--- config.mk ---
export PLATFORM = sky130hd
export DESIGN_NAME = bus_step_controller
export DESIGN_NICKNAME = d
export VERILOG_FILES = /design/src/rtl/bus_step_controller.sv
export SDC_FILE = /design/constraint.sdc
export NUM_CORES = 1
export LEC_CHECK = 0
export CORE_ASPECT_RATIO = 1.2
export CORE_MARGIN = 4
export CORE_UTILIZATION = 44
export CTS_BUF_LIST = sky130_fd_sc_hd__clkbuf_4 sky130_fd_sc_hd__clkbuf_8
export DETAILED_ROUTE_END_ITERATION = 16
export PLACE_DENSITY = 0.85
export SKIP_CTS_REPAIR_TIMING = 1
export SYNTH_ARGS = -nofsm -noshare
export SYNTH_HDL_FRONTEND = slang
export SYNTH_SLANG_ARGS = --single-unit
--- constraint.sdc ---
create_clock -name CLK_IN -period 3 [get_ports CLK_IN]
set_input_delay 0.3 -clock CLK_IN [delete_from_list [all_inputs] [get_ports CLK_IN]]
set_output_delay 0.3 -clock CLK_IN [all_outputs]
set_load 0.1 [all_outputs]
--- src/rtl/bus_step_controller.sv ---
// 68000 bus-cycle capture and single-step controller: snapshots each bus cycle for the
// SPI monitor and generates DTACK, step holds and CPU reset from the monitor command byte.
module bus_step_controller #(
  parameter int unsigned WAIT_CYCLES = 2,
  parameter int unsigned CNT_WIDTH   = 16
) (
  input  logic                 CLK_IN,
  input  logic                 RESET_IN,
  input  logic                 AS_N_IN,
  input  logic                 UDS_N_IN,
  input  logic                 LDS_N_IN,
  input  logic                 RW_IN,
  input  logic [22:0]          ADDR_IN,
  input  logic [15:0]          DATA_IN,
  input  logic [7:0]           CMD_IN,
  output logic                 DTACK_N,
  output logic                 CPU_RESET_N,
  output logic [23:0]          CAP_ADDR,
  output logic [15:0]          CAP_DATA,
  output logic [7:0]           CAP_STATUS,
  output logic [CNT_WIDTH-1:0] CYCLE_COUNT
);

  typedef enum logic [1:0] {S_IDLE, S_WAIT, S_HOLD, S_ACK} state_t;

  localparam logic [3:0] LP_WAIT = 4'(WAIT_CYCLES);

  logic [1:0]           r_rst_sync;
  logic                 w_rst_n;
  logic [2:0]           r_strb_s1;
  logic [2:0]           r_strb_s2;
  logic [7:0]           r_cmd_s1;
  logic [7:0]           r_cmd_s2;
  logic [7:0]           r_cmd_prev;
  logic [2:0]           r_cmd;
  logic                 r_toggle_prev;
  logic                 r_cpu_reset_n;
  state_t               r_state;
  state_t               w_state_next;
  logic [3:0]           r_wait_cnt;
  logic                 r_dtack_n;
  logic [23:0]          r_cap_addr;
  logic [15:0]          r_cap_data;
  logic [7:0]           r_cap_status;
  logic                 r_rw;
  logic                 r_uds_n;
  logic                 r_lds_n;
  logic [CNT_WIDTH-1:0] r_cycle_count;
  logic                 w_as_n;
  logic                 w_step;
  logic                 w_capture;
  logic                 w_done;
  logic                 w_ack_entry;
  logic                 w_addr0;

  // Reset asserts immediately, releases two clocks later in step with CLK_IN.
  always_ff @(posedge CLK_IN or negedge RESET_IN) begin
    if (!RESET_IN) r_rst_sync <= 2'b00;
    else           r_rst_sync <= {r_rst_sync[0], 1'b1};
  end
  assign w_rst_n = r_rst_sync[1];

  always_ff @(posedge CLK_IN or negedge w_rst_n) begin
    if (!w_rst_n) begin
      r_strb_s1     <= 3'b111;
      r_strb_s2     <= 3'b111;
      r_cmd_s1      <= 8'h00;
      r_cmd_s2      <= 8'h00;
      r_cmd_prev    <= 8'h00;
      r_cmd         <= 3'b000;
      r_toggle_prev <= 1'b0;
      r_cpu_reset_n <= 1'b0;
    end else begin
      r_strb_s1     <= {AS_N_IN, UDS_N_IN, LDS_N_IN};
      r_strb_s2     <= r_strb_s1;
      r_cmd_s1      <= CMD_IN;
      r_cmd_s2      <= r_cmd_s1;
      r_cmd_prev    <= r_cmd_s2;
      // CMD_IN moves on the SPI clock; only a value seen twice in a row is trusted.
      if (r_cmd_s2 == r_cmd_prev) r_cmd <= r_cmd_s2[2:0];
      r_toggle_prev <= r_cmd[1];
      r_cpu_reset_n <= ~r_cmd[2];
    end
  end

  assign w_as_n  = r_strb_s2[2];
  assign w_step  = r_cmd[1] ^ r_toggle_prev;
  assign w_addr0 = r_strb_s2[1] & ~r_strb_s2[0];

  always_comb begin
    w_state_next = r_state;
    w_capture    = 1'b0;
    w_done       = 1'b0;
    if (!r_cpu_reset_n) begin
      w_state_next = S_IDLE;
    end else begin
      case (r_state)
        S_IDLE: begin
          if (!w_as_n) begin
            w_state_next = S_WAIT;
            w_capture    = 1'b1;
          end
        end
        S_WAIT: begin
          if (w_as_n)                  w_state_next = S_IDLE;
          else if (r_wait_cnt <= 4'd1) w_state_next = r_cmd[0] ? S_HOLD : S_ACK;
        end
        S_HOLD: begin
          if (w_as_n)                    w_state_next = S_IDLE;
          else if (w_step || !r_cmd[0])  w_state_next = S_ACK;
        end
        S_ACK: begin
          if (w_as_n) begin
            w_state_next = S_IDLE;
            w_done       = 1'b1;
          end
        end
        default: w_state_next = S_IDLE;
      endcase
    end
  end

  assign w_ack_entry = (w_state_next == S_ACK) && (r_state != S_ACK);

  always_ff @(posedge CLK_IN or negedge w_rst_n) begin
    if (!w_rst_n) begin
      r_state       <= S_IDLE;
      r_wait_cnt    <= 4'd0;
      r_dtack_n     <= 1'b1;
      r_cycle_count <= '0;
    end else begin
      r_state   <= w_state_next;
      r_dtack_n <= (w_state_next != S_ACK);
      if (w_capture)                                 r_wait_cnt <= LP_WAIT;
      else if (r_state == S_WAIT && r_wait_cnt != 0) r_wait_cnt <= r_wait_cnt - 4'd1;
      if (!r_cpu_reset_n) r_cycle_count <= '0;
      else if (w_done)    r_cycle_count <= r_cycle_count + 1'b1;
    end
  end

  // Captures survive CPU reset and aborted cycles; only RESET_IN clears them.
  always_ff @(posedge CLK_IN or negedge w_rst_n) begin
    if (!w_rst_n) begin
      r_cap_addr   <= 24'h0;
      r_cap_data   <= 16'h0;
      r_cap_status <= 8'h0;
      r_rw         <= 1'b0;
      r_uds_n      <= 1'b1;
      r_lds_n      <= 1'b1;
    end else begin
      if (w_capture) begin
        r_cap_addr <= {ADDR_IN, w_addr0};
        r_rw       <= RW_IN;
        r_uds_n    <= r_strb_s2[1];
        r_lds_n    <= r_strb_s2[0];
      end
      if (w_ack_entry) r_cap_data <= DATA_IN;
      r_cap_status <= {(r_state == S_HOLD), r_cmd[0], r_rw, ~r_uds_n, ~r_lds_n,
                       r_cycle_count[2:0]};
    end
  end

  assign DTACK_N     = r_dtack_n;
  assign CPU_RESET_N = r_cpu_reset_n;
  assign CAP_ADDR    = r_cap_addr;
  assign CAP_DATA    = r_cap_data;
  assign CAP_STATUS  = r_cap_status;
  assign CYCLE_COUNT = r_cycle_count;

endmodule

* After elaboration in Yosys (flattened, before gate mapping)
Cells that the tools add are included.
Storage, ports and cells: word-level logic and storage cells 62, input bits 53, bits in registers 111, output and inout bits 66
Operators by class: bitwise logic cells 6, reduce and logical (&&, ||, !) cells 7, order comparisons 1, add/subtract/negate cells 2, mux-type cells 19, equality and inequality tests 8
Operators by type and width (number):
- 16-bit two-way mux | 2
- 16-bit by 1-bit adder with 16-bit output (second input constant) | 1
- 2-bit two-way mux | 7
- 8-bit == test | 1
- 4-bit two-way mux | 2
- 2-bit case mux with 4 select lines | 1
- 1-bit two-way mux | 7
- 2-bit == test (second input constant) | 3
- 4-bit by 1-bit less-or-equal comparator with 1-bit output (second input constant) | 1
- 2-bit != test (second input constant) | 2
- 1-bit NOT | 4
- 4-bit nonzero test | 1
- 4-bit by 1-bit subtractor with 4-bit output (second input constant) | 1
- 2-bit by 1-bit == test with 1-bit output (second input constant) | 1
- 1-bit logical AND | 2
- 2-bit zero test | 1
- 2-bit by 1-bit != test with 1-bit output (second input constant) | 1
- 2-bit nonzero test | 1
- 1-bit AND | 1
- 1-bit zero test | 1
- 1-bit logical OR | 1
- 1-bit bitwise XOR | 1

* Longest topological paths before layout
Gate-level depths: netlist of the first run.
word-level depth 8, gate-level depth with buffers 6, mapped depth without buffers 6

* Worst setup path before layout of the first run
Ideal clock, no wire load.
path type register -> register, start register r_cpu_reset_n (netlist: CPU_RESET_N), end register r_cap_addr[10] (netlist: CAP_ADDR[10]), arrival 2.166 ns, path buffers 1, stages on the path, launching flop included 5, setup time 0.125 ns, path slack 0.708 ns, period minus slack after synthesis 2.292 ns, data required time 2.875 ns, cell sequence dfrtp_1 -> nand2b_1 -> nor3_2 -> buf_2 -> mux2_2
On the way: cells in the longest elaborated chain, start to end 1
Ends and longest elaborated chain:
- from (decl) | RTL line 37 | logic r_cpu_reset_n;
- from (signal assigned) | RTL line 82 | r_cpu_reset_n <= ~r_cmd[2];
- 1-bit two-way mux | RTL line 94 | if (!r_cpu_reset_n) begin
- to (signal assigned) | RTL line 152 | r_cap_addr <= {ADDR_IN, w_addr0};
- to (decl) | RTL line 42 | logic [23:0] r_cap_addr;
No other way between the ends. A chain may end at the register's enable or synchronous reset.

* Final worst setup path of the first run
start register r_wait_cnt[0], end register r_cap_data[2] (netlist: CAP_DATA[2])
On the way: cells in the longest elaborated chain, start to end 7
Ends and longest elaborated chain:
- from (decl) | RTL line 40 | logic [3:0] r_wait_cnt;
- from (signal assigned) | RTL line 135 | else if (r_state == S_WAIT && r_wait_cnt != 0) r_wait_cnt <= r_wait_cnt - 4'd1;
- 4-bit by 1-bit less-or-equal comparator with 1-bit output | RTL line 106 | else if (r_wait_cnt <= 4'd1) w_state_next = r_cmd[0] ? S_HOLD : S_ACK;
- 2-bit two-way mux | RTL line 106
- 2-bit two-way mux | RTL line 105 | if (w_as_n) w_state_next = S_IDLE;
- 2-bit case mux with 4 select lines | RTL line 97 | case (r_state)
- 2-bit two-way mux | RTL line 94
- 2-bit == test | RTL line 123 | assign w_ack_entry = (w_state_next == S_ACK) && (r_state != S_ACK);
- 1-bit logical AND | RTL line 123
- to (signal assigned) | RTL line 145 | r_cap_data <= 16'h0;
- to (signal assigned) | RTL line 157 | if (w_ack_entry) r_cap_data <= DATA_IN;
- to (decl) | RTL line 43 | logic [15:0] r_cap_data;
No other way between the ends.

==> reports/qor.txt, run 1 <==
=======================================================================================
Global route total overflow ..............................................            0
DRC errors left ..........................................................            0
Compound-cell area share of the yosys netlist ............................        3.25%
Critical-path cell with the highest stage delay .......................... sky130_fd_sc_hd__a2bb2oi_2
Final setup vio count ....................................................            0
EDFF count, synth ........................................................            0
Synth-to-Final Area Change ...............................................        34.7%
Placement row count ......................................................           38
Number of global-route vias before repair ................................         2834
Number of violations reported at the end of detailed-routing iteration 0 .           49
Post-DR wirelength/cell ..................................................      14.5 um
Type of element launching the critical path ..............................         flop
Post-layout minimum cycle time ...........................................      2190 ps
Fraction of synthesized cell area taken by the top area cell type ........        62.0%
Critical path peak fanout ................................................           16
Avg Inst Size Synth ......................................................    14.2 um^2
Most common cell after layout, fill and taps aside ....................... sky130_fd_sc_hd__dfrtp_1
R2R Setup Slk ............................................................       810 ps
Buffer and inverter count on the worst path ..............................            1
Top library cells by usage in the layout, fill and taps aside ............ sky130_fd_sc_hd__dfrtp_1 (101), sky130_fd_sc_hd__clkdlybuf4s50_1 (77), sky130_fd_sc_hd__mux2_2 (42), sky130_fd_sc_hd__buf_4 (42), sky130_fd_sc_hd__nor2_1 (16)
Clock slew at the register clock pins of the worst setup and hold paths ..       100 ps
Via total after detailed routing .........................................         2642
Period utilization .......................................................        73.0%
Leading post-synthesis cells by cell area ................................ sky130_fd_sc_hd__dfrtp_1 (62%), sky130_fd_sc_hd__mux2_2 (11%), sky130_fd_sc_hd__dfstp_2 (5.7%)
Ratio of routed vias to standard cells ...................................         4.90
Area enclosed by the die boundary ........................................   11000 um^2
DIE HEIGHT ...............................................................       114 um
Portion of the post-synthesis area used by sequential elements ...........        67.8%
Detail Placement HPWL ....................................................      5.74 mm
Number of storage elements in the synthesis netlist ......................          111
Post-synthesis instance total ............................................          290
Drt total wl .............................................................      7.80 mm
Max-cap viol count .......................................................            0
Max Buffers Root-to-Sink .................................................            2
Final Max Tran Viols .....................................................            0
List of cells traversed by the critical path ............................. inv_1 > ha_1 > o2111ai_1 > a2bb2oi_2 > mux2_2
Final-stage net count ....................................................          471
Parity-gate share of the synthesized area counting xor and xnor cells ....        4.05%
Post-synthesis mux area share ............................................        12.5%
Critical Path RT .........................................................      3250 ps
Initial Utilization ......................................................        45.3%
Synth area leader ........................................................ sky130_fd_sc_hd__dfrtp_1
Power per cell area ...................................................... 1140 nW/um^2
Clk_lat worst skew .......................................................       360 ps
Launch instance of the worst register-to-register path ................... r_wait_cnt[0]$_DFFE_PN0P_
Highest cell delay on the worst timing path ..............................       690 ps
Final design instance area without fill ..................................    5540 um^2
Result of the run ........................................................    completed
Clock tree from TritonCTS ................................................          yes
Sink count of the clock tree .............................................          111
Net count of the mapped netlist ..........................................          347
Number of buffers created by CTS .........................................            9
Number of warnings issued by yosys .......................................            0
Clock H-tree levels ......................................................            3
Simple-gate share of the synthesized area ................................        9.43%
Headroom to the max-slew limit ...........................................        33.4%
Actual transition at the worst max-transition pin ........................       996 ps
Share of flip-flops with an asynchronous set or reset ....................         100%
Clk root buf ............................................................. sky130_fd_sc_hd__clkbuf_8
Sum of negative setup slack ..............................................         0 ps
Floorplan die width ......................................................      96.3 um
Port buffer count ........................................................          118
Max VDD drop .............................................................       822 uV
Unique masters post-synth ................................................           43
Adder-Cell Fraction of Synth Area ........................................        1.22%
Standard cell core area ..................................................    9080 um^2
Number of top-level pins .................................................          119
Layout cell share with drive strength beyond 1 ...........................        28.2%
Last weighted congestion value of the routability-driven placer ..........        0.801
Final Hold Violating Endpoints ...........................................            0
Arrival time of data at the critical path endpoint .......................      2440 ps
Summed instance area of the synthesized netlist ..........................    4110 um^2
Placed standard-cell area ................................................    5340 um^2
Number of cells traversed by the worst register-to-register path .........            5
F_max ....................................................................      457 MHz
Final-layout worst hold slack ............................................      91.1 ps
Final worst clock skew ...................................................      11.7 ps
RSZ-0062 raised after global routing .....................................           no
GRT Overall Usage ........................................................        15.3%
Main combinational cell family by area after synthesis ................... multiplexers
Initial antenna violation count ..........................................            0
Endpoint of the worst register-to-register path .......................... CAP_DATA[2]$_DFFE_PN0P_
Global-route wire length before repair ...................................      13.2 mm
Endpoint kind of the worst setup timing path .............................         flop
Top FF cell, synth ....................................................... sky130_fd_sc_hd__dfrtp_1
Number of inserted diodes ................................................            0
Drt pass-1 iters .........................................................            4
Class of the tightest hold or removal check .............................. input port to asynchronous set/reset pin
Final antenna-violating net count ........................................            0
Largest net degree at the start of global routing ........................           56
Static power due to leakage ..............................................      2.43 nW
Crit Path Class .......................................................... flop to flop
CP delay by family, top .................................................. compound AO/OA/AOI/OAI gates
=======================================================================================
[logic make-up after synthesis]
kind of cell	after synthesis
DFF	111
and+or+nand+nor	72
muxes	46
AOI/OAI and AO/OA	22
xor gates and xnor gates	19
buffers and inverters	15
adders and majority gates	4
other	1
[Yosys cell counts (all sizes together) (2+ instances only)]
master	instances
nand3b	2
xnor2	15
buf	5
inv	8
or2	2
nand4	5
nand2	13
ha	4
dfstp	9
and4	2
nand2b	3
clkbuf	2
nor2	16
mux2	43
o21ai	8
xor2	4
a21oi	8
mux2i	3
dfrtp	102
nand3	9
and3	3
or3	4
nor2b	2
nor3	6
[final cells by class]
| class | instances | area [um^2] |
|---|---|---|
| fill | 722 | 3540 |
| sequential | 111 | 2790 |
| multi-input combinational | 164 | 1260 |
| timing repair buffer | 120 | 1110 |
| tap | 120 | 150 |
| clock buffer | 10 | 131 |
| clock inverter | 6 | 68.8 |
| inverter | 8 | 30.0 |
[per-stage QoR]
stage          setup WS (ps)  instances  utilization (%)  total power, mW
2_1_floorplan            708        290                -             4.70
3_3_place_gp             924        523             58.8             5.40
3_5_place_dp             814        523             58.8             5.48
4_1_cts                  798        539             61.0             6.37
5_1_grt                  669        539             61.0             6.59
6_report                 810        539             61.0             6.31
[worst max-delay path by stage]
stage | from | to | slack [ps] | cells past startpoint
final | r_wait_cnt[0]$_DFFE_PN0P_ | CAP_DATA[2]$_DFFE_PN0P_ | 810 | 5
after floorplan | CPU_RESET_N$_DFF_PN0_ | CAP_ADDR[10]$_DFFE_PN0P_ | 710 | 4
after detailed placement | r_wait_cnt[0]$_DFFE_PN0P_ | CAP_DATA[15]$_DFFE_PN0P_ | 810 | 5
after global placement | r_wait_cnt[0]$_DFFE_PN0P_ | CAP_DATA[13]$_DFFE_PN0P_ | 920 | 5
after CTS | r_wait_cnt[0]$_DFFE_PN0P_ | CAP_DATA[15]$_DFFE_PN0P_ | 800 | 5
after global routing | r_wait_cnt[0]$_DFFE_PN0P_ | CAP_DATA[3]$_DFFE_PN0P_ | 670 | 5
[state kept, by name, indices dropped and copies added, names as in the netlist, 4 cells and up]
| name | cells |
|---|---|
| r_cmd_s2 | 8 |
| CYCLE_COUNT | 16 |
| CAP_ADDR | 24 |
| CAP_DATA | 16 |
| r_cmd_prev | 8 |
| r_cmd_s1 | 8 |
| CAP_STATUS | 8 |
| r_wait_cnt | 4 |
[metal layers]
metal	GRT usage [%]	share of wire, %	up-vias
met5	0	0	-
met4	5.50	1.4	0
met3	4.62	8.5	9
met2	26.3	51	96
met1	18.0	39	1294
li1	-	-	1243
[where the power goes]
| part | switching (mW) | leakage (nW) | internal, mW | total (mW) |
|---|---|---|---|---|
| Combinational | 2.52 | 0.989 | 0.804 | 3.32 |
| Clock | 0.484 | 0.106 | 0.402 | 0.886 |
| Sequential | 0.228 | 1.34 | 1.87 | 2.10 |
Power figures use the tool's default switching activity.
==> run 2, diff against run 1 <==
--- a/config.mk
+++ b/config.mk
@@ -7,10 +7,10 @@
 export LEC_CHECK = 0
 export CORE_ASPECT_RATIO = 1.2
 export CORE_MARGIN = 4
-export CORE_UTILIZATION = 44
+export CORE_UTILIZATION = 49
 export CTS_BUF_LIST = sky130_fd_sc_hd__clkbuf_4 sky130_fd_sc_hd__clkbuf_8
 export DETAILED_ROUTE_END_ITERATION = 16
-export PLACE_DENSITY = 0.85
+export PLACE_DENSITY = 0.89
 export SKIP_CTS_REPAIR_TIMING = 1
 export SYNTH_ARGS = -nofsm -noshare
 export SYNTH_HDL_FRONTEND = slang
==> constraint.sdc (replaced) <==
create_clock -name CLK_IN -period 2.1 [get_ports CLK_IN]
set_input_delay 0.21 -clock CLK_IN [delete_from_list [all_inputs] [get_ports CLK_IN]]
set_output_delay 0.21 -clock CLK_IN [all_outputs]
set_load 0.1 [all_outputs]
==> run 2 against run 1 <==
  * Die area decreased by 9.4%
  * Flip-flop and latch count unchanged
  * Non-clock buffer count increased by 4
  * Critical path depth increased by 1
  * Critical path type unchanged
==> reports/qor.txt, run 2 (synthesis gave the netlist of run 1 again) <==
=======================================================================================
Synth-to-Final Area Change ...............................................        34.7%   about the same
DRC errors left ..........................................................            0   unchanged
Sum of negative setup slack ..............................................         0 ps   unchanged
Launch instance of the worst register-to-register path ................... r_wait_cnt[0]$_DFFE_PN0P_
Class of the tightest hold or removal check .............................. input port to flop
Last weighted congestion value of the routability-driven placer ..........        0.834   +4.1%
F_max ....................................................................      549 MHz   +20%
Floorplan die width ......................................................      91.6 um   -4.8%
Max Buffers Root-to-Sink .................................................            2   unchanged
Critical Path RT .........................................................      2350 ps   -900 ps
Cell depth of the worst hold path ........................................            1
Global-route wire length before repair ...................................      13.2 mm   about the same
Final setup vio count ....................................................            0   unchanged
Post-DR wirelength/cell ..................................................      14.7 um   +1.7%
Number of cells traversed by the worst register-to-register path .........            6   +1
Final-stage net count ....................................................          475   +0.85%
Final Max Tran Viols .....................................................            0   unchanged
Endpoint of the worst register-to-register path .......................... CAP_DATA[12]$_DFFE_PN0P_
Clk root buf ............................................................. sky130_fd_sc_hd__clkbuf_8
Placement row count ......................................................           36   -5.3%
Clock H-tree levels ......................................................            3   unchanged
Clock tree from TritonCTS ................................................          yes
GRT Overall Usage ........................................................        16.9%   +1.6 points
Number of violations reported at the end of detailed-routing iteration 0 .           95   +94%
Standard cell core area ..................................................    8150 um^2   -10%
Placed standard-cell area ................................................    5300 um^2   -0.70%
Post-layout minimum cycle time ...........................................      1820 ps   -367 ps
Headroom to the max-slew limit ...........................................        65.8%   +32 points
Clk_lat worst skew .......................................................       360 ps   about the same
Initial Utilization ......................................................        50.5%   +5.2 points
Crit Path Class .......................................................... flop to flop
DIE HEIGHT ...............................................................       108 um   -4.9%
Global route total overflow ..............................................            0   unchanged
Met3 Wirelength ..........................................................       716 um   +7.8%
Ratio of routed vias to standard cells ...................................         5.02   +2.5%
Number of inserted diodes ................................................            0   unchanged
Met1 wire length .........................................................      2.95 mm   -3.0%
Number of flip-flops in the largest register .............................           24   unchanged
Drt total wl .............................................................      7.90 mm   +1.3%
Final-layout worst hold slack ............................................       242 ps   +151 ps
Layout cell share with drive strength beyond 1 ...........................        36.4%   +8.2 points
Largest net degree at the start of global routing ........................           68   +21%
HP Start .................................................................      AS_N_IN
Drt pass-1 iters .........................................................            4   unchanged
Number of global-route vias before repair ................................         2831   -0.11%
Clock slew at the register clock pins of the worst setup and hold paths ..       100 ps   about the same
Period utilization .......................................................        86.8%   +14 points
Critical-path cell with the highest stage delay .......................... sky130_fd_sc_hd__dfrtp_1
List of cells traversed by the critical path ............................. inv_1 > ha_1 > o2111ai_1 > a2bb2oi_2 > buf_4 > mux2_2
Final worst clock skew ...................................................      9.85 ps   -1.86 ps
Final Hold Violating Endpoints ...........................................            0   unchanged
Area enclosed by the die boundary ........................................    9930 um^2   -9.4%
Top library cells by usage in the layout, fill and taps aside ............ sky130_fd_sc_hd__dfrtp_1 (93), sky130_fd_sc_hd__buf_4 (70), sky130_fd_sc_hd__clkdlybuf4s50_1 (52)
Result of the run ........................................................    completed
Most common cell after layout, fill and taps aside ....................... sky130_fd_sc_hd__dfrtp_1
Via total after detailed routing .........................................         2697   +2.1%
Number of top-level pins .................................................          119   unchanged
Sink count of the clock tree .............................................          111   unchanged
Arrival time of data at the critical path endpoint .......................      2070 ps   -370 ps
Max-cap viol count .......................................................            0   unchanged
Endpoint kind of the worst setup timing path .............................         flop
Actual transition at the worst max-transition pin ........................       513 ps   -483 ps
Detail Placement HPWL ....................................................      5.80 mm   +0.99%
Type of element launching the critical path ..............................         flop
Highest cell delay on the worst timing path ..............................       390 ps   -300 ps
RSZ-0062 raised after global routing .....................................           no
Initial antenna violation count ..........................................            0   unchanged
Routed met2 length .......................................................      4.15 mm   +4.2%
Number of buffers created by CTS .........................................            9   unchanged
Critical path peak fanout ................................................           16   unchanged
Final design instance area without fill ..................................    5540 um^2   about the same
Port buffer count ........................................................          118   unchanged
Worst Hold Path EP ....................................................... r_strb_s1[2]$_DFF_PN1_
Highest metal layer with signal wires ....................................         met4
Final antenna-violating net count ........................................            0   unchanged
R2R Setup Slk ............................................................       280 ps   -530 ps
=======================================================================================
## run 2: per-stage QoR
stage	util, %	setup WS, ps	cells
6_report	68.0	277	537
3_5_place_dp	65.1	302	520
5_1_grt	68.0	120	537
3_3_place_gp	65.1	358	520
2_1_floorplan	-	71.2	290
4_1_cts	67.9	273	536
## run 2: metal layers
layer / GRT usage [%] / vias to the layer above
met4: 6.90 / 0
li1: - / 1254
met2: 29.0 / 92
met1: 18.9 / 1343
met5: 0 / -
met3: 6.47 / 8
## run 2: worst max path at each step
| stage | startpoint | endpoint | cells after the start |
|---|---|---|---|
| after floorplan | CYCLE_COUNT[7]$_DFFE_PN0P_ | CYCLE_COUNT[12]$_DFFE_PN0P_ | 4 |
| after global placement | r_wait_cnt[0]$_DFFE_PN0P_ | CAP_DATA[8]$_DFFE_PN0P_ | 6 |
| after detailed placement | r_wait_cnt[0]$_DFFE_PN0P_ | CAP_DATA[12]$_DFFE_PN0P_ | 6 |
| after CTS | r_wait_cnt[0]$_DFFE_PN0P_ | CAP_DATA[12]$_DFFE_PN0P_ | 6 |
| after global routing | r_wait_cnt[0]$_DFFE_PN0P_ | CAP_DATA[12]$_DFFE_PN0P_ | 6 |
| final | r_wait_cnt[0]$_DFFE_PN0P_ | CAP_DATA[12]$_DFFE_PN0P_ | 6 |
## run 2: critical path, delay by kind of cell (launching register included)
kind / cells / cell delay (ps)
flops: 1 / 390
buf+inv: 2 / 340
mux: 1 / 370
fa+ha+maj: 1 / 230
compound gates: 2 / 370
## run 2: layout make-up
cell class	count	area [um^2]
fill	608	2610
timing repair buffer	124	1080
sequential	111	2800
multi-input combinational	164	1260
clock buffer	10	138
tap	114	143
clock inverter	6	91.3
inverter	8	30.0
Power of run 2 is left out: the tool's default activity adds up to more than one toggle a clock period on the data nets, which glitch-free logic cannot reach.
